<file path="config.mk">
export PLATFORM = sky130hd
export DESIGN_NAME = wishbone_peripheral_bus_master
export DESIGN_NICKNAME = d
export VERILOG_FILES = /design/src/rtl/wishbone_peripheral_bus_master_pkg.sv /design/src/rtl/peripheral_bus_timeout_counter.sv /design/src/rtl/wishbone_peripheral_bus_master.sv
export SDC_FILE = /design/constraint.sdc
export NUM_CORES = 1
export LEC_CHECK = 0
export CELL_PAD_IN_SITES_DETAIL_PLACEMENT = 0
export CELL_PAD_IN_SITES_GLOBAL_PLACEMENT = 1
export CORE_ASPECT_RATIO = 0.6
export CORE_MARGIN = 1
export CORE_UTILIZATION = 32
export DETAILED_ROUTE_END_ITERATION = 10
export GPL_TIMING_DRIVEN = 1
export PLACE_DENSITY_LB_ADDON = 0.1
export SLEW_MARGIN = 15
export SYNTH_ARGS = -nofsm -noshare
export SYNTH_HDL_FRONTEND = slang
export SYNTH_SLANG_ARGS = --single-unit
</file>
<file path="constraint.sdc">
create_clock -name clk -period 4.75 [get_ports clk]
set_input_delay 0.95 -clock clk [delete_from_list [all_inputs] [get_ports clk]]
set_output_delay 0.95 -clock clk [all_outputs]
set_load 0.01 [all_outputs]
</file>
<file path="src/rtl/wishbone_peripheral_bus_master_pkg.sv">
// Shared definitions for the Wishbone-to-peripheral-bus initiator.
// Used by the top, which honours the optional PERIPHERAL_BUS_ERROR_EN build macro.
package wishbone_peripheral_bus_master_pkg;

    localparam int unsigned WINDOW_BITS  = 12;
    localparam logic [31:0] TIMEOUT_DATA = 32'hFFFF_FFFF;

    typedef enum logic [1:0] {
        StIdle,
        StAccess,
        StRespond
    } state_e;

endpackage

</file>
<file path="src/rtl/peripheral_bus_timeout_counter.sv">
// Counts read-wait cycles on the peripheral bus; expired flags the last permitted cycle.
module peripheral_bus_timeout_counter #(
    parameter int unsigned TIMEOUT_CYCLES = 4
) (
    input  logic clk,
    input  logic rst,
    input  logic clear,
    input  logic increment,
    output logic expired
);

    logic [7:0] count_q;

    always_ff @(posedge clk) begin
        if (rst || clear) begin
            count_q <= '0;
        end else if (increment) begin
            count_q <= count_q + 8'd1;
        end
    end

    assign expired = (count_q == 8'(TIMEOUT_CYCLES - 1));

endmodule

</file>
<file path="src/rtl/wishbone_peripheral_bus_master.sv">
// Wishbone classic slave that turns each single access into one 12-bit peripheral bus access.
// Define PERIPHERAL_BUS_ERROR_EN to report timed-out reads on wb_err_o instead of wb_ack_o.
module wishbone_peripheral_bus_master
    import wishbone_peripheral_bus_master_pkg::*;
#(
    parameter logic [11:0] BASE_ADDRESS   = 12'h000,
    parameter int unsigned TIMEOUT_CYCLES = 4
) (
    input  logic                   clk,
    input  logic                   rst,
    input  logic                   wb_cyc_i,
    input  logic                   wb_stb_i,
    input  logic                   wb_we_i,
    input  logic [3:0]             wb_sel_i,
    input  logic [23:0]            wb_adr_i,
    input  logic [31:0]            wb_data_i,
    output logic                   wb_ack_o,
    output logic                   wb_err_o,
    output logic [31:0]            wb_data_o,
    output logic                   peripheralBus_enable,
    output logic                   peripheralBus_we,
    output logic                   peripheralBus_oe,
    output logic [WINDOW_BITS-1:0] peripheralBus_address,
    output logic [3:0]             peripheralBus_byteSelect,
    output logic [31:0]            peripheralBus_dataWrite,
    input  logic [31:0]            peripheralBus_dataRead,
    input  logic                   peripheralBus_requestOutput
);

    state_e                 state_q, state_d;
    logic                   ack_q, ack_d, err_q, err_d;
    logic [31:0]            rdata_q, rdata_d;
    logic                   enable_q, enable_d, we_q, we_d, oe_q, oe_d;
    logic                   we_lat_q, we_lat_d;
    logic [WINDOW_BITS-1:0] address_q, address_d;
    logic [3:0]             sel_q, sel_d;
    logic [31:0]            wdata_q, wdata_d;
    logic                   cnt_clear, cnt_inc, cnt_expired;

    peripheral_bus_timeout_counter #(
        .TIMEOUT_CYCLES(TIMEOUT_CYCLES)
    ) u_timeout (
        .clk      (clk),
        .rst      (rst),
        .clear    (cnt_clear),
        .increment(cnt_inc),
        .expired  (cnt_expired)
    );

    always_ff @(posedge clk) begin
        if (rst) begin
            state_q   <= StIdle;
            ack_q     <= 1'b0;
            err_q     <= 1'b0;
            rdata_q   <= '0;
            enable_q  <= 1'b0;
            we_q      <= 1'b0;
            oe_q      <= 1'b0;
            we_lat_q  <= 1'b0;
            address_q <= '0;
            sel_q     <= '0;
            wdata_q   <= '0;
        end else begin
            state_q   <= state_d;
            ack_q     <= ack_d;
            err_q     <= err_d;
            rdata_q   <= rdata_d;
            enable_q  <= enable_d;
            we_q      <= we_d;
            oe_q      <= oe_d;
            we_lat_q  <= we_lat_d;
            address_q <= address_d;
            sel_q     <= sel_d;
            wdata_q   <= wdata_d;
        end
    end

    // Bus output registers are zero unless the next state is ACCESS.
    always_comb begin
        state_d   = state_q;
        ack_d     = 1'b0;
        err_d     = 1'b0;
        rdata_d   = rdata_q;
        enable_d  = 1'b0;
        we_d      = 1'b0;
        oe_d      = 1'b0;
        we_lat_d  = we_lat_q;
        address_d = '0;
        sel_d     = '0;
        wdata_d   = '0;
        cnt_clear = 1'b0;
        cnt_inc   = 1'b0;
        unique case (state_q)
            StIdle: begin
                cnt_clear = 1'b1;
                if (wb_cyc_i && wb_stb_i && wb_adr_i[23:12] == BASE_ADDRESS) begin
                    state_d   = StAccess;
                    we_lat_d  = wb_we_i;
                    enable_d  = 1'b1;
                    we_d      = wb_we_i;
                    oe_d      = !wb_we_i;
                    address_d = wb_adr_i[WINDOW_BITS-1:0];
                    sel_d     = wb_sel_i;
                    wdata_d   = wb_data_i;
                end
            end
            StAccess: begin
                if (!wb_cyc_i) begin
                    state_d = StIdle;
                end else if (we_lat_q) begin
                    state_d = StRespond;
                    ack_d   = 1'b1;
                end else if (peripheralBus_requestOutput) begin
                    state_d = StRespond;
                    ack_d   = 1'b1;
                    rdata_d = peripheralBus_dataRead;
                end else if (cnt_expired) begin
                    state_d = StRespond;
                    rdata_d = TIMEOUT_DATA;
`ifdef PERIPHERAL_BUS_ERROR_EN
                    err_d   = 1'b1;
`else
                    ack_d   = 1'b1;
`endif
                end else begin
                    cnt_inc   = 1'b1;
                    enable_d  = 1'b1;
                    oe_d      = 1'b1;
                    address_d = address_q;
                    sel_d     = sel_q;
                    wdata_d   = wdata_q;
                end
            end
            StRespond: begin
                state_d = StIdle;
            end
            default: begin
                state_d = StIdle;
            end
        endcase
    end

    assign wb_ack_o                 = ack_q;
    assign wb_err_o                 = err_q;
    assign wb_data_o                = rdata_q;
    assign peripheralBus_enable     = enable_q;
    assign peripheralBus_we         = we_q;
    assign peripheralBus_oe         = oe_q;
    assign peripheralBus_address    = address_q;
    assign peripheralBus_byteSelect = sel_q;
    assign peripheralBus_dataWrite  = wdata_q;

endmodule

</file>
Word level (Yosys, flattened, before mapping)
Index checks and enable logic that the tools add are counted.

$add $sub $neg: 1. $mul: 0. Divide/modulo/power cells: 0. $lt $le $gt $ge: 0. Equal/unequal tests: 4. Shifts and indexed selects: 0. Multiplexer cells: 39. Bitwise operators: 5. Reductions and logical operators: 12.

Operators with widths (number): 32-bit 2-to-1 mux (7); 32-bit one-hot mux with 2 select lines (1); 12-bit 2-to-1 mux (5); 12-bit one-hot mux with 2 select lines (1); 4-bit 2-to-1 mux (5); 12-bit zero test (1); 1-bit 2-to-1 mux (11); 2-bit 2-to-1 mux (5); 8-bit by 1-bit adder with 8-bit output (second input constant) (1); 8-bit by 2-bit equality test with 1-bit output (second input constant) (1); 4-bit one-hot mux with 2 select lines (1); 3-bit OR reduction (2); 5-bit != test (second input constant) (1); 1-bit NOT (5); 1-bit one-hot mux with 2 select lines (2); 2-bit one-hot mux with 2 select lines (1); 2-bit AND reduction (2); 4-bit AND reduction (1); 2-bit by 1-bit equality test with 1-bit output (second input constant) (1); 1-bit logical AND (2); 2-bit zero test (1); 2-bit != test (second input constant) (1); 2-bit nonzero test (1); 1-bit zero test (1); 1-bit logical OR (1).

Flip-flop bits (word level): 95. Bits in latches: 0. Bits in writable memories: 0. Bits in read-only memories: 0. Output and inout port bits: 85. Logic and storage cells: 72. Memories kept: 0.

Depth between registers and ports, before layout
Depth in word-level cells: 6. Gate-level depth with buffers: 6. Gate-level depth less buffers: 4.

Modules after synthesis
Synthesis repeated with hierarchy kept, for this count alone.

Cells, all modules: 504. Area total of the unflattened synthesis: 4398.0 um^2.

By module, submodules not included: wishbone_peripheral_bus_master (times used 1, cells each 464, area an instance 4038.9 um^2, seq. area each 1741.7 um^2); peripheral_bus_timeout_counter (times used 1, cells each 40, area an instance 359.1 um^2, seq. area each 160.2 um^2).

Least setup slack after synthesis
Ideal clock, no wire load.

Path kind: in2reg. From: in peripheralBus_requestOutput. To: reg wdata_q[23], in the netlist peripheralBus_dataWrite[23]. Setup time: 0.061 ns. Data arrival time: 2.254 ns. Data required time: 4.689 ns. Setup slack: 2.436 ns. Stages on the path: 6. Path buffers: 3. Cell sequence: buf_6 -> or2_0 -> buf_2 -> a2111oi_4 -> buf_6 -> a32o_1.

Word-level cells in the longest chain between the ends: 4. Elaborated cells between the ends (all ways): 5. Classes of those cells: eq/ne (1); mux (4).

Ends and longest elaborated chain: from (decl) (RTL line wishbone_peripheral_bus_master.sv:27) `input logic peripheralBus_requestOutput`; 32-bit 2-to-1 mux (RTL line wishbone_peripheral_bus_master.sv:113) `end else if (peripheralBus_requestOutput) begin`; 32-bit 2-to-1 mux (RTL line wishbone_peripheral_bus_master.sv:110) `end else if (we_lat_q) begin`; 32-bit 2-to-1 mux (RTL line wishbone_peripheral_bus_master.sv:108) `if (!wb_cyc_i) begin`; 32-bit one-hot mux with 2 select lines (RTL line wishbone_peripheral_bus_master.sv:93) `unique case (state_q)`; to (signal assigned) (RTL line wishbone_peripheral_bus_master.sv:74) `wdata_q <= wdata_d;`; to (decl) (RTL line wishbone_peripheral_bus_master.sv:37) `logic [31:0] wdata_q, wdata_d;`.

Parallel ways exist; a longest one is shown, timed or not. A chain may end at the register's enable or synchronous reset.

Worst setup path after layout
From: in wb_cyc_i. To: reg sel_q[2], in the netlist peripheralBus_byteSelect[2].

Word-level cells in the longest chain between the ends: 4. Elaborated cells between the ends (all ways): 6. Classes of those cells: eq/ne (1); mux (3); reduce/logical (2).

Ends and longest elaborated chain: from (decl) (RTL line wishbone_peripheral_bus_master.sv:11) `input logic wb_cyc_i,`; 1-bit logical AND (2 in series) (RTL line wishbone_peripheral_bus_master.sv:96) `if (wb_cyc_i && wb_stb_i && wb_adr_i[23:12] == BASE_ADDRESS) begin`; 4-bit 2-to-1 mux (RTL line wishbone_peripheral_bus_master.sv:96); 4-bit one-hot mux with 2 select lines (RTL line wishbone_peripheral_bus_master.sv:93); to (signal assigned) (RTL line wishbone_peripheral_bus_master.sv:73) `sel_q <= sel_d;`; to (decl) (RTL line wishbone_peripheral_bus_master.sv:36) `logic [3:0] sel_q, sel_d;`.

Parallel ways exist; a longest one is shown, timed or not.

==> summary.txt <==
Yosys
  – Synth top cells by count: dfxtp_1, a32o_1, nor4_1, clkbuf_1, nor3_1
  – Register area share after synthesis: 49.4%
  – Count leader, synth: dfxtp_1
  – Synth area leader: dfxtp_1
  – Syn Nets: 490
  – Syn_area_per_cell: 9.85 um^2
  – Synth top area share: 49.4%
  – Async S/R FF share, synth: 0%
  – Synthesis-stage register bit count: 95
  – Netlist cell types: 41
  – EDFF count, synth: 0
  – Yosys warnings: 0
  – Synth top area cells: dfxtp_1, a32o_1, a211oi_1
  – Post-Syn Area: 3850 um^2
  – Synth Flop Type: dfxtp_1
  – Mapped Cells: 391

Timing
  – Setup slack after layout: 1660 ps
  – Worst-margin pin slew: 1100 ps
  – Worst Skew: 8.52 ps
  – FMAX: 0.323 GHz
  – Unrepaired setup endpoints after global routing: no
  – Setup-failing EPs final: 0
  – Post-route clock period utilization: 65.1%
  – Min Clock Period, post-route: 3090 ps
  – Setup TNS: 0 ps
  – Rel. slew slack: 26.6%
  – Final Hold Viols: 0
  – Fin. max-slew vios: 0

Route
  – DR iter-0 viols: 198
  – Detailed Route WL: 12.1 mm
  – Routed Antenna Nets: 0
  – DRT Pass-1 Iters: 4
  – Via density: 5.39
  – Vias post-DR: 3,829
  – Drt wl/cell: 17.0 um
  – # DRC: 0

CTS
  – Resize count post-CTS: 0
  – CTS Buf Count: 9
  – CTS tree: built
  – CTS clk-pin slew, worst paths: 70 ps
  – Clk sinks: 95
  – Clk Latency, worst-skew pair: 340 ps
  – Root Buffer: clkbuf_16
  – Hold_buf cts: 0
  – Number of setup buffers added after CTS: 0
  – H-tree levels: 3
  – Clk buf depth: 2

Power
  – NetSw: 351 uW
  – Clock Power Share: 44.5%
  – Int Pwr: 1300 uW
  – Leakage power: 0.00196 uW
  – Tot Pwr: 1650 uW
  – Power per cell area: 274 nW/um^2
  – Sw frac: 21.3%
  – Seq pwr share: 48.3%
  – Max IR drop VDD: 175 uV
  – Logic gate share of total power: 7.2%

Critical path
  – Worst setup path endpoint: peripheralBus_byteSelect[2]$_SDFFE_PP0P_
  – R2r endpoint: peripheralBus_byteSelect[2]$_SDFFE_PP0P_
  – Arr. time, crit path: 3370 ps
  – Setup crit end kind: flop
  – Worst Path Max Fanout: 29
  – CP Launch Point: wb_cyc_i
  – Startpoint type of the worst setup path: primary input
  – Crit Path Category: primary input to flop
  – Reg2Reg Setup Slack: 2370 ps
  – Required time worst endpoint: 5030 ps
  – Reg2reg start: state_q[1]$_SDFFE_PP0P_
  – R2r worst-path depth: 4

Cells and area
  – Nets: 644
  – Layout filler cell count: 1,067
  – Area added between synthesis and finish: 56.4%
  – N_diodes: 0
  – Share of layout cells above drive strength 1: 5.64%

GRT
  – Initial antenna violation count: 0
  – First-pass GRT wire length: 18.5 mm
  – GR Overflow Total: 0
  – GR Util All Layers: 19.0%
  – Largest net degree at the start of global routing: 51
  – Vias in the first global route: 3,535

Floorplan
  – Boundary Pins: 183
  – Placeable Area: 11,500 um^2
  – Die X: 144 um
  – Die Area: 12,500 um^2
  – Starting Density: 33.4%
  – # rows: 30
  – DIE HEIGHT: 87.0 um

Placement
  – Dpl ws: 1320 ps
  – Half-perimeter wire length after placement: 8.21 mm
  – Placer Congestion: 0.750
  – Port-buffer cells: 181

Min path
  – Hold crit path type: flop to flop

Run status
  – Status: finished clean

Run
  – Max-Cap Viols: 0
[placed cells by master (no fill, tap or decap), types with 2 or more instances in the layout]
| cell type | Yosys | routed |
|---|---|---|
| a211oi_1 | 33 | 33 |
| a32o_1 | 46 | 46 |
| buf_4 | 1 | 7 |
| clkbuf_16 | 0 | 9 |
| clkdlybuf4s50_1 | 0 | 180 |
| clkinvlp_4 | 0 | 2 |
| dfxtp_1 | 95 | 95 |
| inv_1 | 7 | 7 |
| mux2i_1 | 8 | 8 |
| nand2_1 | 13 | 13 |
| nand2b_1 | 5 | 5 |
| nand4_1 | 3 | 3 |
| nand4bb_1 | 2 | 2 |
| nor2_1 | 32 | 32 |
| nor3_1 | 34 | 34 |
| nor3b_1 | 2 | 2 |
| nor4_1 | 39 | 39 |
| o21a_1 | 2 | 2 |
| o31ai_1 | 2 | 2 |
| o32ai_1 | 2 | 2 |
[layout make-up]
type | instances | area (um^2) | area share, %
clock buffer | 10 | 239 | 3.97
tap | 160 | 200 | 3.32
sequential | 95 | 1900 | 31.6
multi-input combinational | 243 | 1730 | 28.7
inverter | 8 | 30.0 | 0.498
clock inverter | 6 | 67.6 | 1.12
timing repair buffer | 188 | 1860 | 30.9
[flip-flops by register name, indices dropped and copies added, names as in the netlist]
signal                    count
peripheralBus_address        12
peripheralBus_byteSelect      4
peripheralBus_dataWrite      32
peripheralBus_enable          1
peripheralBus_oe              1
peripheralBus_we              1
state_q                       2
u_timeout.count_q             8
wb_ack_o                      1
wb_data_o                    32
we_lat_q                      1
[critical path, stage by stage]
cell	delay, ps
clkdlybuf4s50_1	540
nor4bb_1	440
and4_1	780
buf_4	430
a32o_1	210
[power groups by stage]
stage | clock network [uW] | logic [uW] | registers (uW)
after global routing | 789 | 127 | 795
final | 733 | 119 | 796
after floorplan | 0 | 31.6 | 814
after detailed placement | 0 | 119 | 814
after CTS | 759 | 120 | 796
after global placement | 0 | 118 | 814
[per-layer routing]
metal,GRT usage (%),vias up,routed length (um)
met5,0,-,0
met4,5.42,0,114
met3,5.39,9,743
met2,30.0,127,5530
met1,25.4,1867,5710
li1,-,1826,-
[worst min path at each step]
stage	start	end	slack, ps	cells after the start
2_1_floorplan	u_timeout.count_q[1]$_SDFFE_PP0P_	u_timeout.count_q[1]$_SDFFE_PP0P_	450	2
3_3_place_gp	peripheralBus_dataWrite[21]$_SDFFE_PP0P_	peripheralBus_dataWrite[21]$_SDFFE_PP0P_	450	2
3_5_place_dp	peripheralBus_dataWrite[11]$_SDFFE_PP0P_	peripheralBus_dataWrite[11]$_SDFFE_PP0P_	450	2
4_1_cts	peripheralBus_dataWrite[11]$_SDFFE_PP0P_	peripheralBus_dataWrite[11]$_SDFFE_PP0P_	460	2
5_1_grt	peripheralBus_address[2]$_SDFFE_PP0P_	peripheralBus_address[2]$_SDFFE_PP0P_	480	1
6_report	peripheralBus_dataWrite[11]$_SDFFE_PP0P_	peripheralBus_dataWrite[11]$_SDFFE_PP0P_	470	2
[per-stage QoR]
step           util, %  instance area [um^2]  cells  hold WS, ps
2_1_floorplan        -                  3850    391          451
3_3_place_gp      49.6                  5720    694          445
3_5_place_dp      49.6                  5720    694          453
4_1_cts           52.3                  6020    710          464
5_1_grt           52.3                  6020    710          483
6_report          52.3                  6020    710          466
[kinds of logic (layout without fill, tap and decap cells)]
logic type / Yosys count / after routing / share of synthesized area [%]
mux: 8 / 8 / 2.08
compound gates: 91 / 91 / 21.4
fa+ha+maj: 1 / 1 / 0.325
other cells: 1 / 1 / 0.0973
simple gates: 142 / 142 / 20.4
flops: 95 / 95 / 49.4
buf+inv: 53 / 212 / 6.37
No activity file was read; power rests on OpenSTA's default activity.
==> RTL change 1: new RTL, same flow settings <==
Reset style: asynchronous (`rst`), changed in one clocked block.
--- a/src/rtl/wishbone_peripheral_bus_master.sv
+++ b/src/rtl/wishbone_peripheral_bus_master.sv
@@ -47,7 +47,7 @@
         .expired  (cnt_expired)
     );
 
-    always_ff @(posedge clk) begin
+    always_ff @(posedge clk or posedge rst) begin
         if (rst) begin
             state_q   <= StIdle;
             ack_q     <= 1'b0;
Formal check against the unedited RTL: differs if rst is asserted again (counterexample within 4 cycles, from zero or initial values and one cycle with rst high); with rst held inactive, the same outputs for 4 cycles.
==> RTL change 1 against the unedited design <==
  * Total power fell by 4.8%
  * Wire length fell by 26%
  * Design area fell by 5.5%
  * Area after synthesis fell by 8.9%
  * Sequential cell count did not move
  * Sequential power rose by 2%
  * Worst hold slack improved by 0.022 ns
  * Setup slack improved by 0.12 ns
  * Critical endpoint is now u_timeout.count_q[1]
  * Highest routed layer unchanged
==> RTL change 1: results <==
group,metric,value,unit
placement,gp_congestion,0.707,
worst_hold_path,hold_path_end,"wb_data_o[19]",
sta,fin_ws,1.78,ns
detailed_routing,vias_per_cell,4.65,
cts,numCtsBuffers,9,
cts,worst_skew_pair.late_latency,0.33,ns
detailed_routing,wirelength,8940,um
finish,n_fill_cell,897,
synthesis,synthDistinctLibCells,33,
synthesis,synth_fp_nets,349,
cts,cts_buffer_depth,2,
synthesis,async_reset_ff_share,91.6,%
synthesis,yosysWarnings,0,
sta,clock_skew,0.00746,ns
cts,cts_setup_buffers,0,
setup_path,crit_fanout,38,
detailed_routing,drt_iter0_drc,70,
detailed_routing,first_pass_iters,4,
finish,drive_gt1_share,6.05,%
setup_path,ff2ff_path_depth,5,
synthesis,yosysSeqAreaShare,66.6,%
setup_path,reg2reg_setup_slack,2.40,ns
finish,fin_area,0.00569,sq mm
setup_path,cpMaxStageDelayCell,"a211oi_4",
outcome,status,"completed",
worst_hold_path,hold_path.class,"flop to flop",
setup_path,reg2reg_from,"state_q[1]",
cts,path_clk_slew,0.06,ns
placement,place_area,0.00542,sq mm
finish,final_nets,524,
placement,placement.io_buffers,181,
setup_path,arrival,3.17,ns
setup_path,crit_path_max_incr_delay,0.78,ns
global_routing,grt_pass1_vias,2682,
global_routing,grt_pass1_wl,14400,um
synthesis,synth_area_per_cell,14.0,sq um
placement,dp_hpwl,6000,um
placement,dp.cells,553,
global_routing,grt_use_total,16.5,%
power,peakVddDrop,0.000197,V
finish,n_antenna_cell,0,
worst_hold_path,hold_start,"wb_data_o[19]",
power,finalPower,1.57,mW
sta,worstMarginPinSlew,1.15,ns
cts,htree_levels,3,
placement,pre_cts_ws,1.41,ns
sta,whs,0.488,ns
detailed_routing,wl_per_cell,15.7,um
worst_hold_path,hold_depth,1,
cts,cts-root-buf,"clkbuf_16",
power,powerComb,0.0985,mW
synthesis,netlist_top_cells_count,"dfrtp_1 (87), a22o_1 (48), o22a_1 (32), clkbuf_1 (9)",
power,p_switching,0.335,mW
global_routing,grt_max_degree,54,
setup_path,cpLargestDelayFamily,"buffers and inverters",
setup_path,reg2reg_to,"u_timeout.count_q[1]",
power,p_seq_share,51.5,%
synthesis,synth_area_leaders,"dfrtp_1 (62%), a22o_1 (12%), o22a_1 (8.0%)",
power,leakage,2.44,nW
RTL change 1: changes by cell type after synthesis, sizes merged, moves of 24 or more:
cell	delta
a211oi	-32
a22o	+48
a32o	-46
clkbuf	-25
dfrtp	+87
dfxtp	-87
nor2	-24
nor3	-33
nor4	-33
o22a	+32
RTL change 1: worst max-delay path by stage:
stage,cells past startpoint,to,start
3_5_place_dp,6,u_timeout.count_q[1],wb_cyc_i
2_1_floorplan,3,u_timeout.count_q[2],rst
4_1_cts,6,u_timeout.count_q[1],wb_cyc_i
3_3_place_gp,6,u_timeout.count_q[1],wb_cyc_i
6_report,6,u_timeout.count_q[1],wb_cyc_i
5_1_grt,6,u_timeout.count_q[1],wb_cyc_i
RTL change 1: worst register-to-register path, delay by kind of cell (launching register included):
family	cells	cell delay (ns)
AOI/OAI and AO/OA	1	0.78
buffers and inverters	1	0.30
DFF	1	0.40
muxes	1	0.23
and+or+nand+nor	2	0.51
RTL change 1: logic make-up (layout without fill, tap and decap cells):
| family | Yosys count | in the layout | synth area share (%) |
|---|---|---|---|
| flops | 95 | 95 | 66.6 |
| other cells | 1 | 1 | 0.107 |
| mux | 1 | 1 | 0.285 |
| simple gates | 32 | 32 | 5.49 |
| xor+xnor | 6 | 6 | 1.50 |
| buf+inv | 25 | 205 | 3.81 |
| compound gates | 89 | 89 | 21.9 |
| fa+ha+maj | 1 | 1 | 0.356 |
RTL change 1: cell type report:
cell class / count / area share, %
Inverter: 5 / 0.352
Timing Repair Buffer: 184 / 32.4
Clock inverter: 7 / 0.835
Tap cell: 139 / 3.06
Sequential cell: 95 / 41.1
Multi-Input combinational cell: 130 / 18.3
Clock buffer: 9 / 3.96
RTL change 1: routing by layer:
metal  part of all wire, %  track usage, %
met1                    50            23.6
met5                     0               0
met3                   9.6            7.51
met2                    40            22.2
met4                  0.87            4.20
==> RTL change 2: new RTL, same flow settings <==
Made on the original files. Add a define of `PERIPHERAL_BUS_ERROR_EN`.
--- a/src/rtl/wishbone_peripheral_bus_master.sv
+++ b/src/rtl/wishbone_peripheral_bus_master.sv
@@ -1,5 +1,7 @@
 // Wishbone classic slave that turns each single access into one 12-bit peripheral bus access.
 // Define PERIPHERAL_BUS_ERROR_EN to report timed-out reads on wb_err_o instead of wb_ack_o.
+`define PERIPHERAL_BUS_ERROR_EN
+
 module wishbone_peripheral_bus_master
     import wishbone_peripheral_bus_master_pkg::*;
 #(
Formal check against the unedited RTL: not equivalent (Yosys sat finds a counterexample within 10 cycles, from zero or initial values and one cycle with rst high).
==> RTL change 2 against the unedited design <==
  * Total power down 0.99%
  * Design area down 9.6%
  * Register-to-register slack better by 0.08 ns
  * Area after synthesis down 16%
  * Setup slack better by 0.14 ns
  * Combinational power down 23%
  * Wire length down 27%
  * Worst hold slack better by 0.0093 ns
  * Sequential share of layout area up 3.7 points
  * Sequential cell count up 1
  * Critical path type unchanged
  * Critical endpoint is now peripheralBus_dataWrite[20]
==> RTL change 2: results <==
group,metric,value,unit
outcome,status,"completed",
finish,finalNonFillerCells,571,
synthesis,synth_fp_nets,357,
global_routing,use_met1,24.1,%
synthesis,yosysSeqAreaShare,59.4,%
power,powerComb,0.0915,mW
power,leakage,1.94,nW
setup_path,crit_fanout,49,
power,p_sw_share,20.3,%
sta,slew-limit-headroom,25.3,%
setup_path,arrival,3.22,ns
global_routing,grt_use_total,17.4,%
synthesis,synthCells,258,
placement,dp_hpwl,6230,um
synthesis,async_reset_ff_share,0,%
detailed_routing,drt_iter0_drc,132,
sta,clock_skew,0.00710,ns
detailed_routing,vias_per_cell,4.82,
global_routing,grt_pass1_wl,14300,um
placement,place_area,0.00514,sq mm
placement,gp_congestion,0.763,
synthesis,synthDistinctLibCells,35,
power,peakVddDrop,0.000199,V
setup_path,reg2reg_from,"u_timeout.count_q[0]",
synthesis,netlist_top_cells_count,"dfxtp_1 (96), a22o_1 (48), o221a_2 (26), buf_2 (13), nor2_1 (11)",
finish,drive_gt1_share,12.2,%
detailed_routing,wirelength,8880,um
placement,dp.cells,555,
finish,final_nets,530,
placement,pre_cts_ws,1.42,ns
finish,n_fill_cell,829,
worst_hold_path,hold_start,"peripheralBus_dataWrite[6]",
synthesis,synth_area_leaders,"dfxtp_1 (59%), a22o_1 (13%), o221a_2 (9.0%)",
power,clkPwrFrac,45.1,%
global_routing,grt_pass1_vias,2636,
==> RTL change 2: cell count changes after synthesis, sizes merged, moves of 27 or more <==
cell and change:
a22o +48, a211oi -31, a32o -46, nor4 -33, nor3 -31, clkbuf -27, o221a +32
==> RTL change 2: metrics by stage <==
step | power (mW) | util [%]
2_1_floorplan | 0.832 | -
3_3_place_gp | 0.913 | 52.2
3_5_place_dp | 0.915 | 52.2
4_1_cts | 1.65 | 55.3
5_1_grt | 1.70 | 55.3
6_report | 1.63 | 55.3
==> RTL change 2: cell families after synthesis <==
family          count (synthesis)  share of synthesized area [%]
compound gates                 88                           26.0
xor+xnor                        6                           1.62
fa+ha+maj                       1                          0.386
buf+inv                        27                           4.10
flops                          96                           59.4
mux                             2                          0.618
simple gates                   38                           7.88
==> RTL change 2: layer usage <==
| metal | vias up | wire length [um] |
|---|---|---|
| li1 | 1349 | - |
| met1 | 1281 | 4360 |
| met2 | 115 | 3610 |
| met3 | 9 | 816 |
| met4 | 0 | 91 |
| met5 | - | 0 |
==> RTL change 2: worst paths after layout <==
path	to	slack, ns	depth (start not counted)
setup reg to reg	wb_data_o[9]	2.45	6
setup / recovery	peripheralBus_dataWrite[20]	1.80	5
hold reg to reg	peripheralBus_dataWrite[6]	0.48	1
hold / removal	peripheralBus_dataWrite[6]	0.48	1
==> RTL change 2: cell type report <==
class / instances / area share (%)
inverter: 4 / 0.276
clock buffer: 10 / 4.39
multi-input combinational: 135 / 21.9
timing repair buffer: 185 / 33.9
sequential: 96 / 35.3
tap: 135 / 3.10
clock inverter: 6 / 1.24
==> RTL change 2: worst max-delay path, cell delays in order <==
cell,delay [ns]
clkdlybuf4s50_1,0.51
nor4bb_1,0.24
nand4_1,0.32
nor2_4,0.94
a22o_1,0.25
